<file path="config.mk">
export PLATFORM = sky130hd
export DESIGN_NAME = detector_jogada
export DESIGN_NICKNAME = d
export VERILOG_FILES = /design/src/rtl/detector_jogada.sv
export SDC_FILE = /design/constraint.sdc
export NUM_CORES = 1
export LEC_CHECK = 0
export CAP_MARGIN = 20
export CELL_PAD_IN_SITES_DETAIL_PLACEMENT = 1
export CELL_PAD_IN_SITES_GLOBAL_PLACEMENT = 1
export CORE_MARGIN = 8
export CORE_UTILIZATION = 40
export CTS_CLUSTER_SIZE = 40
export DETAILED_ROUTE_END_ITERATION = 16
export GPL_TIMING_DRIVEN = 0
export HOLD_SLACK_MARGIN = 0.15
export PLACE_DENSITY = 0.78
export SKIP_CTS_REPAIR_TIMING = 1
export SYNTH_ARGS = -nofsm -noshare
export SYNTH_HDL_FRONTEND = slang
export SYNTH_SLANG_ARGS = --single-unit
</file>
<file path="constraint.sdc">
create_clock -name clock -period 2.2 [get_ports clock]
set_clock_uncertainty 0.15 [all_clocks]
set_input_delay 0.44 -clock clock [delete_from_list [all_inputs] [get_ports clock]]
set_output_delay 0.44 -clock clock [all_outputs]
set_load 0.01 [all_outputs]
</file>
<file path="src/rtl/detector_jogada.sv">
// detector_jogada: synchronizes and debounces four player buttons, then emits one play pulse per debounced press.
// Optional build macro DETECTOR_JOGADA_ONEHOT_EN: rejects multi-button presses through REJEITA / invalida.
module detector_jogada #(
    parameter int DEBOUNCE_CYCLES = 5000
) (
    input  logic       clock,
    input  logic       reset,
    input  logic [3:0] botoes,
    input  logic       habilita,
    output logic       jogada,
    output logic [3:0] jogada_valor,
    output logic       invalida,
    output logic [2:0] db_estado
);

    typedef enum logic [2:0] {
        OCIOSO       = 3'd0,
        FILTRA_PRESS = 3'd1,
        PULSO        = 3'd2,
        ESPERA_SOLTA = 3'd3,
        FILTRA_SOLTA = 3'd4,
        REJEITA      = 3'd5
    } estado_t;

    localparam logic [15:0] CNT_MAX = 16'(DEBOUNCE_CYCLES - 1);

    estado_t     estado, estado_next;
    logic [3:0]  s1, s2;
    logic [3:0]  cap, cap_next;
    logic [3:0]  valor_next;
    logic [15:0] cnt, cnt_next;
    logic        rejeita_cap;

`ifdef DETECTOR_JOGADA_ONEHOT_EN
    assign rejeita_cap = (cap & (cap - 4'd1)) != 4'd0;
`else
    assign rejeita_cap = 1'b0;
`endif

    // Two-flop synchronizer; the FSM only ever looks at s2.
    always_ff @(posedge clock or negedge reset) begin
        if (!reset) begin
            s1 <= 4'd0;
            s2 <= 4'd0;
        end else begin
            s1 <= botoes;
            s2 <= s1;
        end
    end

    always_ff @(posedge clock or negedge reset) begin
        if (!reset) begin
            estado       <= OCIOSO;
            cap          <= 4'd0;
            cnt          <= 16'd0;
            jogada_valor <= 4'd0;
        end else begin
            estado       <= estado_next;
            cap          <= cap_next;
            cnt          <= cnt_next;
            jogada_valor <= valor_next;
        end
    end

    always_comb begin
        // NOTE: every output of this block is given a hold value first, so no path can infer a latch.
        estado_next = estado;
        cap_next    = cap;
        cnt_next    = cnt;
        valor_next  = jogada_valor;
        case (estado)
            OCIOSO: begin
                if (s2 != 4'd0) begin
                    cap_next    = s2;
                    cnt_next    = 16'd0;
                    estado_next = FILTRA_PRESS;
                end
            end
            FILTRA_PRESS: begin
                if (s2 == 4'd0) begin
                    estado_next = OCIOSO;
                end else if (s2 != cap) begin
                    cap_next = s2;
                    cnt_next = 16'd0;
                end else if (cnt < CNT_MAX) begin
                    cnt_next = cnt + 16'd1;
                end else if (rejeita_cap) begin
                    estado_next = REJEITA;
                end else if (habilita) begin
                    valor_next  = cap;
                    estado_next = PULSO;
                end else begin
                    // Press accepted while the game is not waiting: discard it but still demand a release.
                    estado_next = ESPERA_SOLTA;
                end
            end
            PULSO, REJEITA: estado_next = ESPERA_SOLTA;
            ESPERA_SOLTA: begin
                if (s2 == 4'd0) begin
                    cnt_next    = 16'd0;
                    estado_next = FILTRA_SOLTA;
                end
            end
            FILTRA_SOLTA: begin
                if (s2 != 4'd0) begin
                    estado_next = ESPERA_SOLTA;
                end else if (cnt == CNT_MAX) begin
                    estado_next = OCIOSO;
                end else begin
                    cnt_next = cnt + 16'd1;
                end
            end
            default: estado_next = OCIOSO;
        endcase
    end

    assign jogada    = (estado == PULSO);
    assign db_estado = estado;
`ifdef DETECTOR_JOGADA_ONEHOT_EN
    assign invalida  = (estado == REJEITA);
`else
    assign invalida  = 1'b0;
`endif

endmodule

</file>
==> flow_summary.rst <==
.. list-table::
   :header-rows: 1

   * - Metric
     - Value
   * - Detail Route Antenna Nets
     - 0
   * - Standby leakage power
     - 1.10 nW
   * - Hold Vio Cnt, Final
     - 0
   * - Area share of xor/xnor cells in the synthesized design
     - 1.99%
   * - Cells after DPL
     - 233
   * - Endpoint class of the critical path
     - register
   * - Clock input transition at the sequential cells of the worst setup and hold paths
     - 90 ps
   * - Global-route usage over all layers
     - 14.3%
   * - Setup violation total in the final timing report
     - 11
   * - Peak supply drop
     - 0.304 mV
   * - Cell Count, Final, Fillers Out
     - 267
   * - Worst path arrival time
     - 2310 ps
   * - Worst setup margin
     - -51.1 ps
   * - Max Used Layer
     - met4
   * - Die outline area
     - 6790 sq um
   * - CTS tree
     - done
   * - Routed Wire Length
     - 5.71 mm
   * - DR pass1 iterations
     - 4
   * - Number of synthesized register bits
     - 35
   * - Met3 Wirelength
     - 205 um
   * - Share of final-layout standard cells stronger than drive strength 1
     - 40.0%
   * - Total routed wire length on the met1 layer
     - 2.31 mm
   * - Total number of H-tree levels
     - 2
   * - Top achievable clock speed
     - 444 MHz
   * - Top cell type by total area after synthesis
     - sky130_fd_sc_hd__dfrtp_1
   * - Die span in y
     - 82.4 um
   * - Final clock period utilization by the worst path
     - 102%
   * - Main combinational cell family by area after synthesis
     - compound AO/OA/AOI/OAI gates
   * - Min cycle time layout
     - 2250 ps
   * - Routed vias
     - 1566
   * - Number of nets in the final layout
     - 222
   * - Hold slack
     - 77.8 ps
   * - Worst-Margin Slew
     - 799 ps
   * - Fraction of synthesized area in multiplexers
     - 5.67%
   * - Pin count of the biggest net entering global routing
     - 36
   * - Detailed-routed wire length on met2
     - 3.08 mm
   * - Minimum setup slack among reg-to-reg paths
     - -50 ps
   * - Summed negative setup slack over all endpoints
     - -374 ps
   * - Diodes inserted
     - 0
   * - Logic depth of the worst register-to-register path
     - 8
   * - Final weighted congestion in routability-driven placement
     - 0.832
   * - Area growth syn-to-layout
     - 42.4%
   * - Half-perimeter wire length of the detailed placement result
     - 3.11 mm
   * - I/O pins
     - 16
   * - Run status
     - complete, but fails checks
   * - Clock latency of the later-clocked register in the worst-skew pair
     - 300 ps
   * - Post-synth cell types
     - 45
   * - Fraction of the mapped netlist area in compound gates
     - 19.1%
   * - Violation count after the first detailed-route iteration
     - 53
   * - Routed wire per std cell
     - 21.4 um
   * - PwrDens
     - 524 nW/um^2
   * - Maximum clock insertion buffer count
     - 2
   * - Number of buffers created by CTS
     - 5
   * - Unrepaired setup endpoints after global routing
     - yes
   * - Initial standard-cell utilization of the core
     - 41.1%
   * - Num rows
     - 24
   * - Wire length of the first global-routing pass
     - 7.40 mm
   * - Simple logic cell fraction of the synthesized area
     - 18.2%
   * - Post-Synthesis Mean Instance Area
     - 10.6 sq um
   * - Maxcap violations
     - 0
   * - Fraction of the yosys area taken by sequential cells
     - 49.6%
   * - Clock net sink count
     - 35
   * - Core area
     - 4290 sq um
   * - Count of final max-slew check failures
     - 0
   * - Share of synthesized flip-flops with an asynchronous set or reset
     - 100%
   * - Sum of internal, switching and leakage power
     - 1.32 mW
   * - Number of synthesized flops with an enable pin
     - 0
   * - Clock Tree Root
     - sky130_fd_sc_hd__clkbuf_8
   * - DRC violations left
     - 0
   * - Global route overflow
     - 0
   * - Kind of start point of the critical path
     - register
   * - Post-Synthesis Net Count
     - 175
   * - Violated checks
     - negative setup slack
   * - Largest fanout on the critical path
     - 7
   * - Cell count after synthesis
     - 167
   * - Worst hold-check path type
     - input port to async pin
   * - Main synth FF type
     - sky130_fd_sc_hd__dfrtp_1
   * - Horizontal extent of the die
     - 82.4 um
   * - Synth Area in Adders
     - 0.709%
   * - Via density per instance
     - 5.87
   * - Number of antenna violations at the first check in global routing
     - 0
   * - Worst relative slew slack
     - 46.7%
   * - Port Buffers
     - 14
   * - Summed instance area of the synthesized netlist
     - 1760 sq um
   * - Area share of the largest cell type after synthesis
     - 49.6%
   * - Synth area leaders
     - sky130_fd_sc_hd__dfrtp_1 (50%), sky130_fd_sc_hd__mux2_2 (5.1%), sky130_fd_sc_hd__a21oi_1 (4.5%), sky130_fd_sc_hd__and3_1 (2.8%), sky130_fd_sc_hd__o21a_1 (2.6%)
   * - Number of warnings reported in the yosys synthesis log
     - 0
   * - Via count of the first global-routing pass
     - 1466
   * - Critical path data required time
     - 2260 ps
   * - Critical Setup Path Class
     - register to register
==> path summary, 6_finish.rpt <==
kind	to	startpoint
min	cap[3]$_DFFE_PN0P_	reset
min in group clock	s2[3]$_DFF_PN0_	s1[3]$_DFF_PN0_
max	cnt[14]$_DFFE_PN0P_	cnt[10]$_DFFE_PN0P_
max in group asynchronous	cnt[4]$_DFFE_PN0P_	reset
max reg2reg	cnt[14]$_DFFE_PN0P_	cnt[10]$_DFFE_PN0P_
min reg2reg	s2[3]$_DFF_PN0_	s1[3]$_DFF_PN0_
==> layout make-up <==
cell class                 count  area (sq um)
timing repair buffer          42           372
sequential                    35           881
tap                           52          65.1
clock buffer                   7          96.3
clock inverter                 1          7.51
buffer                         6          50.0
multi-input combinational    118          1020
fill                         451          1780
inverter                       6          22.5
==> layout by cell type, fill, tap and decap left out, drive strengths merged, types with 4 or more instances in the layout <==
cell / count
clkbuf: 9
o21a: 6
and3: 8
nor2: 5
buf: 33
inv: 6
nand3: 7
dfrtp: 35
a21oi: 18
mux2: 8
nand2: 11
xor2: 4
nand4: 4
o21ai: 8
a31oi: 8
clkdlybuf4s50: 12
==> through the flow <==
step	util (%)	instance area, sq um	setup WS [ps]
floorplan	-	1760	9.39
global route	58.5	2510	-121
global placement	45.9	1970	-169
CTS	48.2	2070	-352
detailed placement	45.7	1960	-291
finish	58.5	2510	-51.1
==> cell families after synthesis <==
| group | Yosys count |
|---|---|
| multiplexers | 9 |
| flip-flops | 35 |
| adder cells (fa/ha/maj) | 1 |
| AND/OR/NAND/NOR | 52 |
| buffers and inverters | 14 |
| other | 1 |
| XOR/XNOR | 4 |
| AO/OA/AOI/OAI | 51 |
==> metal layers <==
layer | global-route usage (%) | up-vias
met5 | 0 | -
met1 | 17.6 | 818
met4 | 5.44 | 0
met2 | 24.0 | 29
met3 | 3.14 | 11
li1 | - | 708
==> cell usage after synthesis (3+ instances only) <==
cell	count
sky130_fd_sc_hd__nand4_1	4
sky130_fd_sc_hd__o21a_1	6
sky130_fd_sc_hd__o21ai_0	7
sky130_fd_sc_hd__inv_1	6
sky130_fd_sc_hd__and3_1	8
sky130_fd_sc_hd__mux2_2	8
sky130_fd_sc_hd__a21oi_1	16
sky130_fd_sc_hd__nor2_1	5
sky130_fd_sc_hd__nor3_1	3
sky130_fd_sc_hd__a31oi_1	7
sky130_fd_sc_hd__buf_6	3
sky130_fd_sc_hd__nand3_1	6
sky130_fd_sc_hd__a21o_1	3
sky130_fd_sc_hd__xor2_1	4
sky130_fd_sc_hd__nand2_1	11
sky130_fd_sc_hd__clkbuf_1	3
sky130_fd_sc_hd__dfrtp_1	35
sky130_fd_sc_hd__nor3b_1	3
==> power by group <==
| group | switching [mW] | internal [mW] | leakage (nW) |
|---|---|---|---|
| Sequential | 0.0170 | 0.657 | 0.450 |
| Clock | 0.246 | 0.285 | 0.0505 |
| Combinational | 0.0597 | 0.0526 | 0.601 |
==> worst max-delay path: stages, from the launching register on <==
cell and delay (ps):
sky130_fd_sc_hd__dfrtp_1 490, sky130_fd_sc_hd__o21ai_1 260, sky130_fd_sc_hd__nand2_2 130, sky130_fd_sc_hd__or3_4 450
sky130_fd_sc_hd__a21oi_4 220, sky130_fd_sc_hd__buf_6 140, sky130_fd_sc_hd__buf_12 110, sky130_fd_sc_hd__a31oi_4 70
sky130_fd_sc_hd__a31oi_2 140
==> registers in the layout, summed over array words and instances (netlist names) <==
signal and flops:
cap 4, cnt 16, db_estado 3, jogada_valor 4
s1 4, s2 4
Note: power is estimated with default switching activity, not from simulation.
